**src/rtl/intersection_scheduler.sv**
```systemverilog
// rtl/intersection_scheduler.sv - demand-actuated NS/EW/pedestrian phase scheduler
//
// Purpose: arbitrates green time between the NS and EW approaches and a
// pedestrian WALK phase. Requests are latched every clk. Phase timing
// advances only on the single-cycle tick strobe.
//
// Optional feature macro: EMERGENCY_PREEMPT_EN (adds the preempt input).
//
// Ports:
//   clk, rst              clock, synchronous active-high reset
//   tick                  timing strobe; all durations count ticks
//   ns_car, ew_car        vehicle sensors (level)
//   ped_btn               pedestrian push-button
//   preempt               emergency preemption level (macro builds only)
//   ns_g/ns_y/ns_r        NS lamps, exactly one high
//   ew_g/ew_y/ew_r        EW lamps, exactly one high
//   walk                  pedestrian WALK lamp
//   ped_wait              pedestrian request latched
module intersection_scheduler #(
    parameter int MIN_GREEN    = 3,
    parameter int YELLOW_TICKS = 2,
    parameter int ALLRED_TICKS = 1,
    parameter int WALK_TICKS   = 4
) (
    input  logic clk,
    input  logic rst,
    input  logic tick,
    input  logic ns_car,
    input  logic ew_car,
    input  logic ped_btn,
`ifdef EMERGENCY_PREEMPT_EN
    input  logic preempt,
`endif
    output logic ns_g,
    output logic ns_y,
    output logic ns_r,
    output logic ew_g,
    output logic ew_y,
    output logic ew_r,
    output logic walk,
    output logic ped_wait
);

    localparam int MAX_AB = (MIN_GREEN > YELLOW_TICKS) ? MIN_GREEN : YELLOW_TICKS;
    localparam int MAX_CD = (ALLRED_TICKS > WALK_TICKS) ? ALLRED_TICKS : WALK_TICKS;
    localparam int MAX_P  = (MAX_AB > MAX_CD) ? MAX_AB : MAX_CD;
    localparam int CW     = $clog2(MAX_P) + 1;

    localparam logic [CW-1:0] GREEN_LAST  = CW'(MIN_GREEN - 1);
    localparam logic [CW-1:0] YELLOW_LAST = CW'(YELLOW_TICKS - 1);
    localparam logic [CW-1:0] ALLRED_LAST = CW'(ALLRED_TICKS - 1);
    localparam logic [CW-1:0] WALK_LAST   = CW'(WALK_TICKS - 1);

    typedef enum logic [2:0] {
        NS_GREEN  = 3'd0,
        NS_YELLOW = 3'd1,
        NS_ALLRED = 3'd2,
        EW_GREEN  = 3'd3,
        EW_YELLOW = 3'd4,
        EW_ALLRED = 3'd5,
        WALK      = 3'd6
    } state_t;

    localparam logic DIR_NS = 1'b0;
    localparam logic DIR_EW = 1'b1;

    state_t          state_q, state_d;
    logic [CW-1:0]   cnt_q, cnt_d;
    logic            ns_pend_q, ns_pend_d;
    logic            ew_pend_q, ew_pend_d;
    logic            ped_pend_q, ped_pend_d;
    logic            next_dir_q, next_dir_d;
    logic            preempt_w;
    state_t          next_green;

`ifdef EMERGENCY_PREEMPT_EN
    assign preempt_w = preempt;
`else
    assign preempt_w = 1'b0;
`endif

    assign next_green = (next_dir_q == DIR_NS) ? NS_GREEN : EW_GREEN;

    always_comb begin
        state_d    = state_q;
        cnt_d      = cnt_q;
        next_dir_d = next_dir_q;

        if (tick) begin
            case (state_q)
                NS_GREEN: begin
                    if (preempt_w)
                        state_d = NS_YELLOW;
                    else if (cnt_q < GREEN_LAST)
                        cnt_d = cnt_q + 1'b1;
                    else if (ew_pend_q || ped_pend_q)
                        state_d = NS_YELLOW;
                end
                EW_GREEN: begin
                    if (preempt_w)
                        state_d = EW_YELLOW;
                    else if (cnt_q < GREEN_LAST)
                        cnt_d = cnt_q + 1'b1;
                    else if (ns_pend_q || ped_pend_q)
                        state_d = EW_YELLOW;
                end
                NS_YELLOW: begin
                    if (cnt_q == YELLOW_LAST) begin
                        state_d    = NS_ALLRED;
                        next_dir_d = DIR_EW;
                    end else begin
                        cnt_d = cnt_q + 1'b1;
                    end
                end
                EW_YELLOW: begin
                    if (cnt_q == YELLOW_LAST) begin
                        state_d    = EW_ALLRED;
                        next_dir_d = DIR_NS;
                    end else begin
                        cnt_d = cnt_q + 1'b1;
                    end
                end
                NS_ALLRED, EW_ALLRED: begin
                    // Preemption parks the intersection in all-red.
                    if (preempt_w)
                        cnt_d = '0;
                    else if (cnt_q == ALLRED_LAST)
                        state_d = ped_pend_q ? WALK : next_green;
                    else
                        cnt_d = cnt_q + 1'b1;
                end
                WALK: begin
                    if (preempt_w)
                        state_d = NS_ALLRED;
                    else if (cnt_q == WALK_LAST)
                        state_d = next_green;
                    else
                        cnt_d = cnt_q + 1'b1;
                end
                default: begin
                    state_d = NS_GREEN;
                end
            endcase

            if (state_d != state_q)
                cnt_d = '0;
        end

        // Latches set every clk; entering the serving state clears, and the
        // clear takes priority over a same-edge set.
        ns_pend_d  = ns_pend_q  | (ns_car  && (state_q != NS_GREEN));
        ew_pend_d  = ew_pend_q  | (ew_car  && (state_q != EW_GREEN));
        ped_pend_d = ped_pend_q | (ped_btn && (state_q != WALK));
        if (state_d == NS_GREEN && state_q != NS_GREEN) ns_pend_d  = 1'b0;
        if (state_d == EW_GREEN && state_q != EW_GREEN) ew_pend_d  = 1'b0;
        if (state_d == WALK     && state_q != WALK)     ped_pend_d = 1'b0;
    end

    always_ff @(posedge clk) begin
        if (rst) begin
            state_q    <= NS_GREEN;
            cnt_q      <= '0;
            ns_pend_q  <= 1'b0;
            ew_pend_q  <= 1'b0;
            ped_pend_q <= 1'b0;
            next_dir_q <= DIR_EW;
        end else begin
            state_q    <= state_d;
            cnt_q      <= cnt_d;
            ns_pend_q  <= ns_pend_d;
            ew_pend_q  <= ew_pend_d;
            ped_pend_q <= ped_pend_d;
            next_dir_q <= next_dir_d;
        end
    end

    // Moore lamp decode from state only.
    assign ns_g     = (state_q == NS_GREEN);
    assign ns_y     = (state_q == NS_YELLOW);
    assign ns_r     = !(ns_g || ns_y);
    assign ew_g     = (state_q == EW_GREEN);
    assign ew_y     = (state_q == EW_YELLOW);
    assign ew_r     = !(ew_g || ew_y);
    assign walk     = (state_q == WALK);
    assign ped_wait = ped_pend_q;

endmodule

```
**config.mk**
```make
export PLATFORM = sky130hd
export DESIGN_NAME = intersection_scheduler
export DESIGN_NICKNAME = d
export VERILOG_FILES = /design/src/rtl/intersection_scheduler.sv
export SDC_FILE = /design/constraint.sdc
export NUM_CORES = 1
export LEC_CHECK = 0
export BUFFER_PORTS_ARGS = -buffer_cell sky130_fd_sc_hd__buf_4
export CAP_MARGIN = 10
export CORE_MARGIN = 2
export CORE_UTILIZATION = 40
export CTS_BUF_LIST = sky130_fd_sc_hd__clkbuf_16
export CTS_CLUSTER_DIAMETER = 120
export DETAILED_ROUTE_END_ITERATION = 10
export PLACE_DENSITY_LB_ADDON = 0.08
export SYNTH_ARGS = -nofsm -noshare
export SYNTH_HDL_FRONTEND = slang
export SYNTH_SLANG_ARGS = --single-unit
```
**constraint.sdc**
```tcl
create_clock -name clk -period 2.8 [get_ports clk]
set_input_delay 0.56 -clock clk [delete_from_list [all_inputs] [get_ports clk]]
set_output_delay 0.56 -clock clk [all_outputs]
set_load 0.01 [all_outputs]
```
# Word-level counts from Yosys, hierarchy flattened
# Index checks and enable logic that the tools add are counted.
# op_classes
addsub	1
order_cmp	1
n_eq_ne	19
muxes	22
bitwise	3
n_reduce_logical	26
# op_table
cell	count
$mux W3	16
$pmux W3 S6	1
$eq A3 B2 Y1 const B	4
$eq A3 B3 Y1 const B	4
$pmux W3 S4	1
$reduce_or A2 Y1	6
$logic_not A3 Y1	3
$ne A3 B2 Y1 const B	3
$eq A3 B1 Y1 const B	2
$logic_and A1 B1 Y1	6
$ne A3 B3 Y1 const B	2
$reduce_and A6 Y1	1
$reduce_bool A5 Y1	1
$logic_or A1 B1 Y1	4
$ne A2 B1 Y1 const B	2
$reduce_and A4 Y1	1
$add A3 B1 Y3 const B	1
$lt A3 B2 Y1 const B	1
$ne A3 B1 Y1 const B	1
$ne A3 B3 Y1	1
$or A1 B1 Y1	3
$reduce_bool A3 Y1	1
$logic_not A1 Y1	2
$mux W1	2
other kinds (3)	3
# word_totals
register_bits	10
inputBits	6
output_inout_bits	8

# Longest topological paths before layout
# Gate-level depths: netlist (run 1).
# depth
word_depth	9
depth_mapped	10
mapped_depth_nobuf	8

# Worst setup path before layout (run 1)
# OpenSTA, ideal clock, no wires.
# synth_path
path_kind	reg2reg
startpoint	register cnt_q[2]
endpoint	register cnt_q[0]
arrival_time_ns	1.996
required_time_ns	2.733
slack_ns	0.737
path_stages_with_launch	11
period_less_slack_ns	2.063
path_cell_list	dfxtp_1 -> buf_4 -> inv_1 -> ha_1 -> or4bb_1 -> a21oi_1 -> or4_1 -> buf_2 -> nor3b_2 -> a22oi_1 -> o21ai_2
# synth_via
elab_chain_len	7
word_cells_on_any_way	20
# synth_rtl
item	line	text
from (decl)	68	logic [CW-1:0] cnt_q, cnt_d;
from (signal assigned)	169	cnt_q <= cnt_d;
$lt A3 B2 Y1 (tied with other cells)	94, 102	
$mux W3 (tied with other cells)	102	else if (cnt_q < GREEN_LAST)
$pmux W3 S6	90	case (state_q)
$mux W3	89	if (tick) begin
$ne A3 B3 Y1	145	if (state_d != state_q)
$ne A3 B3 Y1 (no line) (tied with other cells)	--	
$reduce_and A6 Y1 (no line)	--	
# Several ways; a longest one is shown, not always the timed one. The select of a mux whose other input is x is not followed.
# A chain may end at the register's enable or synchronous reset.

# Final worst setup path (run 1)
# layout_path
startpoint	register cnt_q[2]
endpoint	register cnt_q[2]
# The elaborated chain is that of the path after synthesis.

==> results of run 1 <==
[sequential cells by signal, indices dropped and copies added (netlist names)]
name        count
cnt_q           3
state_q         3
ew_pend_q       1
next_dir_q      1
ns_pend_q       1
ped_wait        1
[layer usage]
layer  routed length, um  track usage, %  vias up
met5                   0               0        -
met4                  59            9.58        0
met3                  95            4.10        7
met2                1140            25.5       25
met1                1350            29.5      477
li1                    -               -      517
[power groups by stage]
stage	sequential (W)	clock, W	combinational [W]
global route	0.000186	0.000265	0.000196
detailed placement	0.000184	0	0.000176
finish	0.000183	0.000257	0.000177
floorplan	0.000166	0	0.000151
CTS	0.000182	0.000259	0.000177
global placement	0.000185	0	0.000175
[final timing paths]
check         endpoint  depth (start not counted)
max           cnt_q[2]                          8
min reg2reg  ns_pend_q                          2
max reg2reg   cnt_q[2]                          8
min          ns_pend_q                          2
[kinds of logic after synthesis]
family / Yosys count
fa+ha+maj: 4
compound gates: 45
simple gates: 56
flops: 10
buf+inv: 21
[per-stage QoR]
step	hold slack [ns]	util, %	power [W]
finish	0.559	47.5	0.000617
global route	0.571	47.5	0.000647
CTS	0.550	47.5	0.000618
detailed placement	0.547	44.2	0.000361
global placement	0.535	44.2	0.000360
floorplan	0.504	-	0.000317
[critical path, stage by stage (launching register included)]
cell and delay (ns):
dfxtp_1 0.64, inv_1 0.09, ha_1 0.29, or4bb_1 0.19, a21oi_1 0.05, or4_1 0.65
nor3b_2 0.20, a22oi_1 0.10, nand2_1 0.09
[placed cells by master, fill, tap and decap left out, types with 2 or more instances in the layout]
cell type  Yosys  layout
nor2_1        15      15
buf_4          1      14
dfxtp_1       10      10
a21oi_1        9       9
nand2_1        9       9
inv_1          7       7
nand2b_1       5       5
o211ai_1       4       4
nor3_1         4       4
ha_1           4       4
nor2b_1        3       3
a21o_1         3       3
o21ai_0        3       3
nand3_1        3       3
a22oi_1        3       3
clkbuf_16      0       3
inv_2          2       2
nand4_1        2       2
o311ai_1       2       2
o21ai_1        2       2
or4b_1         2       2
o2111ai_1      2       2
nor3b_2        2       2
[cell type report]
class	instances	area, sq um
Timing Repair Buffer	14	105
Clock buffer	3	75.1
Fill cell	269	1290
Inverter	9	33.8
Clock inverter	1	3.75
Sequential cell	10	200
Multi-Input combinational cell	105	709
Tap cell	30	37.5
==> key figures, run 1 <==
Run status
  • Status: completed

Min path
  • Min-delay worst type: register to register
  • Min-delay src: ns_pend_q

Clock tree
  • Post-CTS sizing: 0
  • Root Buffer: clkbuf_16
  • Clock Latency Late Sink: 0.24 ns
  • CTS tree: done
  • Clk sinks: 10
  • # Post-CTS Setup Buffers: 0
  • CTS Buf Count: 3
  • CTS H-tree lvls: 1
  • Hold buffers post-CTS: 0
  • Clock buffer depth: 2
  • Clock transition at path regs: 0.04 ns

Worst setup path
  • WP data arrival: ~2.5 ns
  • Reg2reg start: cnt_q[2]
  • Crit-path max FO: 18
  • Crit end category: register
  • Crit Path Class: register to register
  • Worst R2R Setup Slack: 0.44 ns
  • Required time of the critical path: a little under 3 ns
  • CP Launch Type: register
  • CP Launch Point: cnt_q[2]

Power
  • Leakage: 0.473 nW
  • Switching power: ~0.0002 W
  • Internal Power: 0.000419 W
  • Sw Ratio: about a third
  • Combinational share of power: between 20 and 30%
  • Clock Power Share: roughly two fifths
  • Max rail drop VDD: around 360 uV
  • Flop pwr share: 29.7%
  • Power Density: 530 nW/um^2

Detailed routing
  • First-pass iteration count of the detailed router: 4
  • Vias per inst: 5.97
  • Detailed-route via count: 1026
  • DRC Markers: 0
  • Routed Antenna Nets: 0
  • Drt first-iter violations: 34
  • DR WL/cell: 15.4 um
  • Final wirelength: 2640 um

Floorplanning
  • DIE HEIGHT: about 55 um
  • Num ports: 14
  • Die X: 54.5 um
  • Initial Util: 41.6%
  • Placement Rows: 18
  • Core area: 2450 sq um
  • Die area: 2970 sq um

Global routing
  • Vias in the first global route: ~870
  • Overflow after GRT: 0
  • Largest net degree at the start of global routing: 22
  • Initial antenna violation count: 0
  • First-pass GRT wire length: 4200 um
  • GRT Overall Usage: 19.5%

Timing
  • Final slew viol count: 0
  • Slew @ Worst Pin: approximately 0.7 ns
  • Post-layout min period: 2.36 ns
  • Final setup violating endpoints: 0
  • Relative slew slack: 53.1%
  • Final WS setup: 0.442 ns
  • Unrepaired setup endpoints after global routing: no
  • Fmax: approximately 420 MHz
  • Setup Skew: 0.00583 ns
  • Setup_tns: 0 ns
  • Hold Fails Final Rpt: 0
  • Tcrit/Tclk final: a little over four fifths

Logic synthesis
  • Net Count, Synth: around 150
  • FFs w/ async S/R, synth: 0%
  • Netlist cell types: 54
  • Synth Area in Adders: between 4 and 5%
  • Yosys warns: 0
  • EDFF count, synth: 0
  • Yosys top cell area share: 19.6%
  • Simple-Gate Fraction of Synth Area: 32.1%
  • Compound-Gate Fraction of Synth Area: between 30% and 40%
  • Ys flop type: dfxtp_1
  • Synth area leaders: dfxtp_1, nor2_1, ha_1
  • Post-synth top cells: nor2_1, dfxtp_1, a21oi_1, nand2_1, inv_1
  • Syn Area/Cell: 7.51 sq um
  • Post-Synthesis Cells: ~140
  • Most frequent cell after synthesis: nor2_1
  • Largest family of logic cells by synthesized area: compound AO/OA/AOI/OAI gates
  • XOR/XNOR Fraction of Synth Area: 0%
  • Yosys top cell by area: dfxtp_1
  • Sequential share of the synthesized area: 19.6%
  • Seq cells post-synth: 10
  • Share of synthesized area spent on multiplexers: 0%
  • Cell Area, Synth: ~1000 sq um

Placed design
  • Port Buffers: 13
  • Place WS: 0.461 ns
  • DP Wirelength: about 1900 um
  • Dpl cell area: between 1000 and 1500 sq um
  • Gpl congestion: 0.885
  • Placed insts: 168

Final layout
  • Area grow syn2layout: 14.1%
  • Ant diodes: 0
  • Proportion of layout cells with a drive suffix above 1: 19.7%
  • Layout Nets: about 150
  • Final cell count without fillers: 172
  • Final instance area: 1160 sq um

Job
  • Max-cap violations: 0
No activity file was read; power rests on OpenSTA's default activity.
==> inputs of run 2 (changes only) <==
ABC_AREA = 1   (was unset)
clock period = 2.2 ns   (was 2.8 ns; I/O delays follow)
==> run 2 against run 1 <==
  * Fmax rose by 19%
  * Hold slack got worse by 0.15 ns
  * Clock power rose by 23%
  * Utilization rose by 2.7 points
  * Routed wire length fell by 22%
==> key figures, run 2 <==
Floorplanning
  • Placement Rows: 17 (was 18)
  • Die X: 51.3 um (was 54.5 um)
  • Die area: 2630 sq um (was 2970 sq um)
  • Num ports: 14 (unchanged)
  • Core area: 2170 sq um (was 2450 sq um)
  • Initial Util: 41.3% (was 41.6%)
  • DIE HEIGHT: 51.3 um (was 54.5 um)

Detailed routing
  • First-pass iteration count of the detailed router: 4 (unchanged)
  • Vias per inst: 4.98 (was 5.97)
  • DR WL/cell: 10.7 um (was 15.4 um)
  • Routed Antenna Nets: 0 (unchanged)
  • Drt first-iter violations: 32 (was 34)
  • Met1 Wirelength: 1010 um (was 1350 um)
  • Wire length on met3: 106 um (was 95 um)
  • Detailed-route via count: 962 (was 1026)
  • DRC Markers: 0 (unchanged)
  • DR top layer: met4 (unchanged)
  • Routed wire length on met2: 887 um (was 1140 um)
  • Final wirelength: 2070 um (was 2640 um)

Worst setup path
  • Master of the slowest instance on the critical path: dfxtp_1 (was or4_1)
  • Worst stage delay on the critical path: 0.33 ns (was 0.65 ns)
  • Required time of the critical path: 2.33 ns (was 2.98 ns)
  • Crit Path Class: register to register (unchanged)
  • Crit end category: register (unchanged)
  • Worst R2R Setup Slack: 0.22 ns (was 0.44 ns)
  • CP Launch Type: register (unchanged)
  • R2R depth: 12 (was 8)
  • FF-to-FF End: ns_pend_q (was cnt_q[2])
  • Crit-path max FO: 4 (was 18)
  • Crit-path cells: ha_1 > ha_1 > nand3_1 > clkinv_1 > nand2_1 > o21ai_1 > nor2_1 > nand2_1 > o21ai_2 > nand3_1 > o21ai_1 > nor2_1 (was inv_1 > ha_1 > or4bb_1 > a21oi_1 > or4_1 > nor3b_2 > a22oi_1 > nand2_1)
  • Reg2reg start: cnt_q[0] (was cnt_q[2])
  • WP data arrival: 2.11 ns (was 2.54 ns)

Timing
  • Slew @ Worst Pin: 0.450 ns (was 0.703 ns)
  • Final setup violating endpoints: 0 (unchanged)
  • Hold WS: 0.405 ns (was 0.559 ns)
  • Unrepaired setup endpoints after global routing: no (unchanged)
  • Relative slew slack: 70.0% (was 53.1%)
  • Setup_tns: 0 ns (unchanged)
  • Setup Skew: 0.000327 ns (was 0.00583 ns)
  • Post-layout min period: 1.98 ns (was 2.36 ns)
  • Hold Fails Final Rpt: 0 (unchanged)
  • Final slew viol count: 0 (unchanged)
  • Tcrit/Tclk final: 89.9% (was 84.2%)
  • Fmax: 506 MHz (was 424 MHz)

Final layout
  • Layout Nets: 177 (was 153)
  • Largest registers: cnt_q x3, state_q x3 (unchanged)
  • Area grow syn2layout: 21.5% (was 14.1%)
  • Reg area: 200 sq um (unchanged)
  • Proportion of layout cells with a drive suffix above 1: 21.8% (was 19.7%)
  • Ant diodes: 0 (unchanged)
  • Commonest non-fill, non-tap cell in the layout: nand2_1 (was nor2_1)
  • Multi-input logic area: 579 sq um (was 709 sq um)
  • Most frequent cells in the layout: nand2_1, nor2_1, inv_1, nand3_1, buf_4 (was nor2_1, buf_4, dfxtp_1, a21oi_1, nand2_1)
  • # fillers: 247 (was 269)

Clock tree
  • # Post-CTS Setup Buffers: 0 (unchanged)
  • Hold buffers post-CTS: 0 (unchanged)
  • Root Buffer: clkbuf_16 (unchanged)
  • Clock transition at path regs: 0.04 ns (about the same)
  • Post-CTS sizing: 0 (unchanged)
  • Clock buffer depth: 2 (unchanged)
  • Clk sinks: 10 (unchanged)
  • CTS tree: done (unchanged)
  • Clock Latency Late Sink: 0.24 ns (about the same)
  • CTS H-tree lvls: 1 (unchanged)
  • CTS Buf Count: 3 (unchanged)

Min path
  • Hold depth: 2 (unchanged)
  • Min-delay worst type: input port to register (was register to register)
  • Hold endpoint: state_q[2] (was ns_pend_q)
  • Min-delay src: rst (was ns_pend_q)

Placed design
  • Gpl congestion: 0.869 (was 0.885)
  • DP Wirelength: 1640 um (was 1870 um)
  • Port Buffers: 13 (unchanged)

Logic synthesis
  • Most frequent cell after synthesis: nand2_1 (was nor2_1)
  • Yosys top cell area share: 22.3% (was 19.6%)
  • Yosys top cell by area: dfxtp_1 (unchanged)
  • Sequential share of the synthesized area: 22.3% (was 19.6%)
  • EDFF count, synth: 0 (unchanged)
  • Cell Area, Synth: 896 sq um (was 1020 sq um)
  • Syn Area/Cell: 5.97 sq um (was 7.51 sq um)
  • Seq cells post-synth: 10 (unchanged)
  • Post-synth top cells: nand2_1, nor2_1, inv_1 (was nor2_1, dfxtp_1, a21oi_1, nand2_1, inv_1)
  • Net Count, Synth: 160 (was 146)
  • Netlist cell types: 22 (was 54)
  • Yosys warns: 0 (unchanged)
  • Post-Synthesis Cells: 150 (was 136)
  • FFs w/ async S/R, synth: 0% (unchanged)
  • Ys flop type: dfxtp_1 (unchanged)
  • Synth area leaders: dfxtp_1, nand2_1, nand3_1 (was dfxtp_1, nor2_1, ha_1)

Global routing
  • Largest net degree at the start of global routing: 11 (was 22)
  • GRT Overall Usage: 19.0% (was 19.5%)
  • Vias in the first global route: 866 (was 865)
  • Overflow after GRT: 0 (unchanged)
  • First-pass GRT wire length: 3670 um (was 4200 um)
  • Initial antenna violation count: 0 (unchanged)

Power
  • Leakage: 0.579 nW (was 0.473 nW)
  • Max rail drop VDD: 469 uV (was 357 uV)
  • Overall Power: 0.000790 W (was 0.000617 W)
  • Power Density: 725 nW/um^2 (was 530 nW/um^2)

Run status
  • Status: completed (unchanged)

Job
  • Max-cap violations: 0 (unchanged)
==> run 2: cell families after synthesis <==
group | after synthesis | synth area share (%)
and+or+nand+nor | 89 | 46.5
buffers and inverters | 26 | 13.0
AOI/OAI and AO/OA | 21 | 12.6
DFF | 10 | 22.3
adders and majority gates | 4 | 5.59
==> run 2: worst max path at each step <==
| stage | cells past startpoint | from | end | slack, ns |
|---|---|---|---|---|
| floorplan | 12 | cnt_q[0] | cnt_q[1] | 0.51 |
| global placement | 12 | cnt_q[0] | ns_pend_q | 0.24 |
| detailed placement | 12 | cnt_q[0] | ns_pend_q | 0.25 |
| CTS | 12 | cnt_q[0] | ns_pend_q | 0.24 |
| global route | 14 | cnt_q[0] | cnt_q[2] | 0.02 |
| finish | 12 | cnt_q[0] | ns_pend_q | 0.22 |
==> run 2: critical path: cells and delay by family, from the launching register on <==
kind	cells	cell delay (ns)
and+or+nand+nor	6	0.63
adders and majority gates	2	0.44
AOI/OAI and AO/OA	3	0.41
DFF	1	0.33
buffers and inverters	1	0.07
==> run 2: per-stage QoR <==
stage / utilization (%) / cell area, sq um / setup slack (ns) / instances
2_1_floorplan: - / 896 / 0.515 / 150
3_3_place_gp: 46.7 / 1010 / 0.239 / 190
3_5_place_dp: 46.7 / 1010 / 0.253 / 190
4_1_cts: 50.2 / 1090 / 0.239 / 193
5_1_grt: 50.2 / 1090 / 0.0241 / 193
6_report: 50.2 / 1090 / 0.223 / 193
==> run 2: final cells by class <==
type	count	area share, %
Multi-Input combinational cell	114	53.2
Sequential cell	10	18.4
Timing Repair Buffer	15	10.3
Inverter	23	7.93
Clock buffer	3	6.90
Tap cell	28	3.22
==> run 2: metal layers <==
metal	up-vias	global-route usage, %
li1	508	-
met3	7	3.51
met2	26	28.8
met4	0	13.6
met1	421	24.0
met5	-	0
==> run 2: power breakdown <==
part	switching [W]	leakage, nW	internal, W
Clock	0.0000802	0.0370	0.000235
Combinational	0.000154	0.460	0.0000955
Sequential	0.0000244	0.0826	0.000200
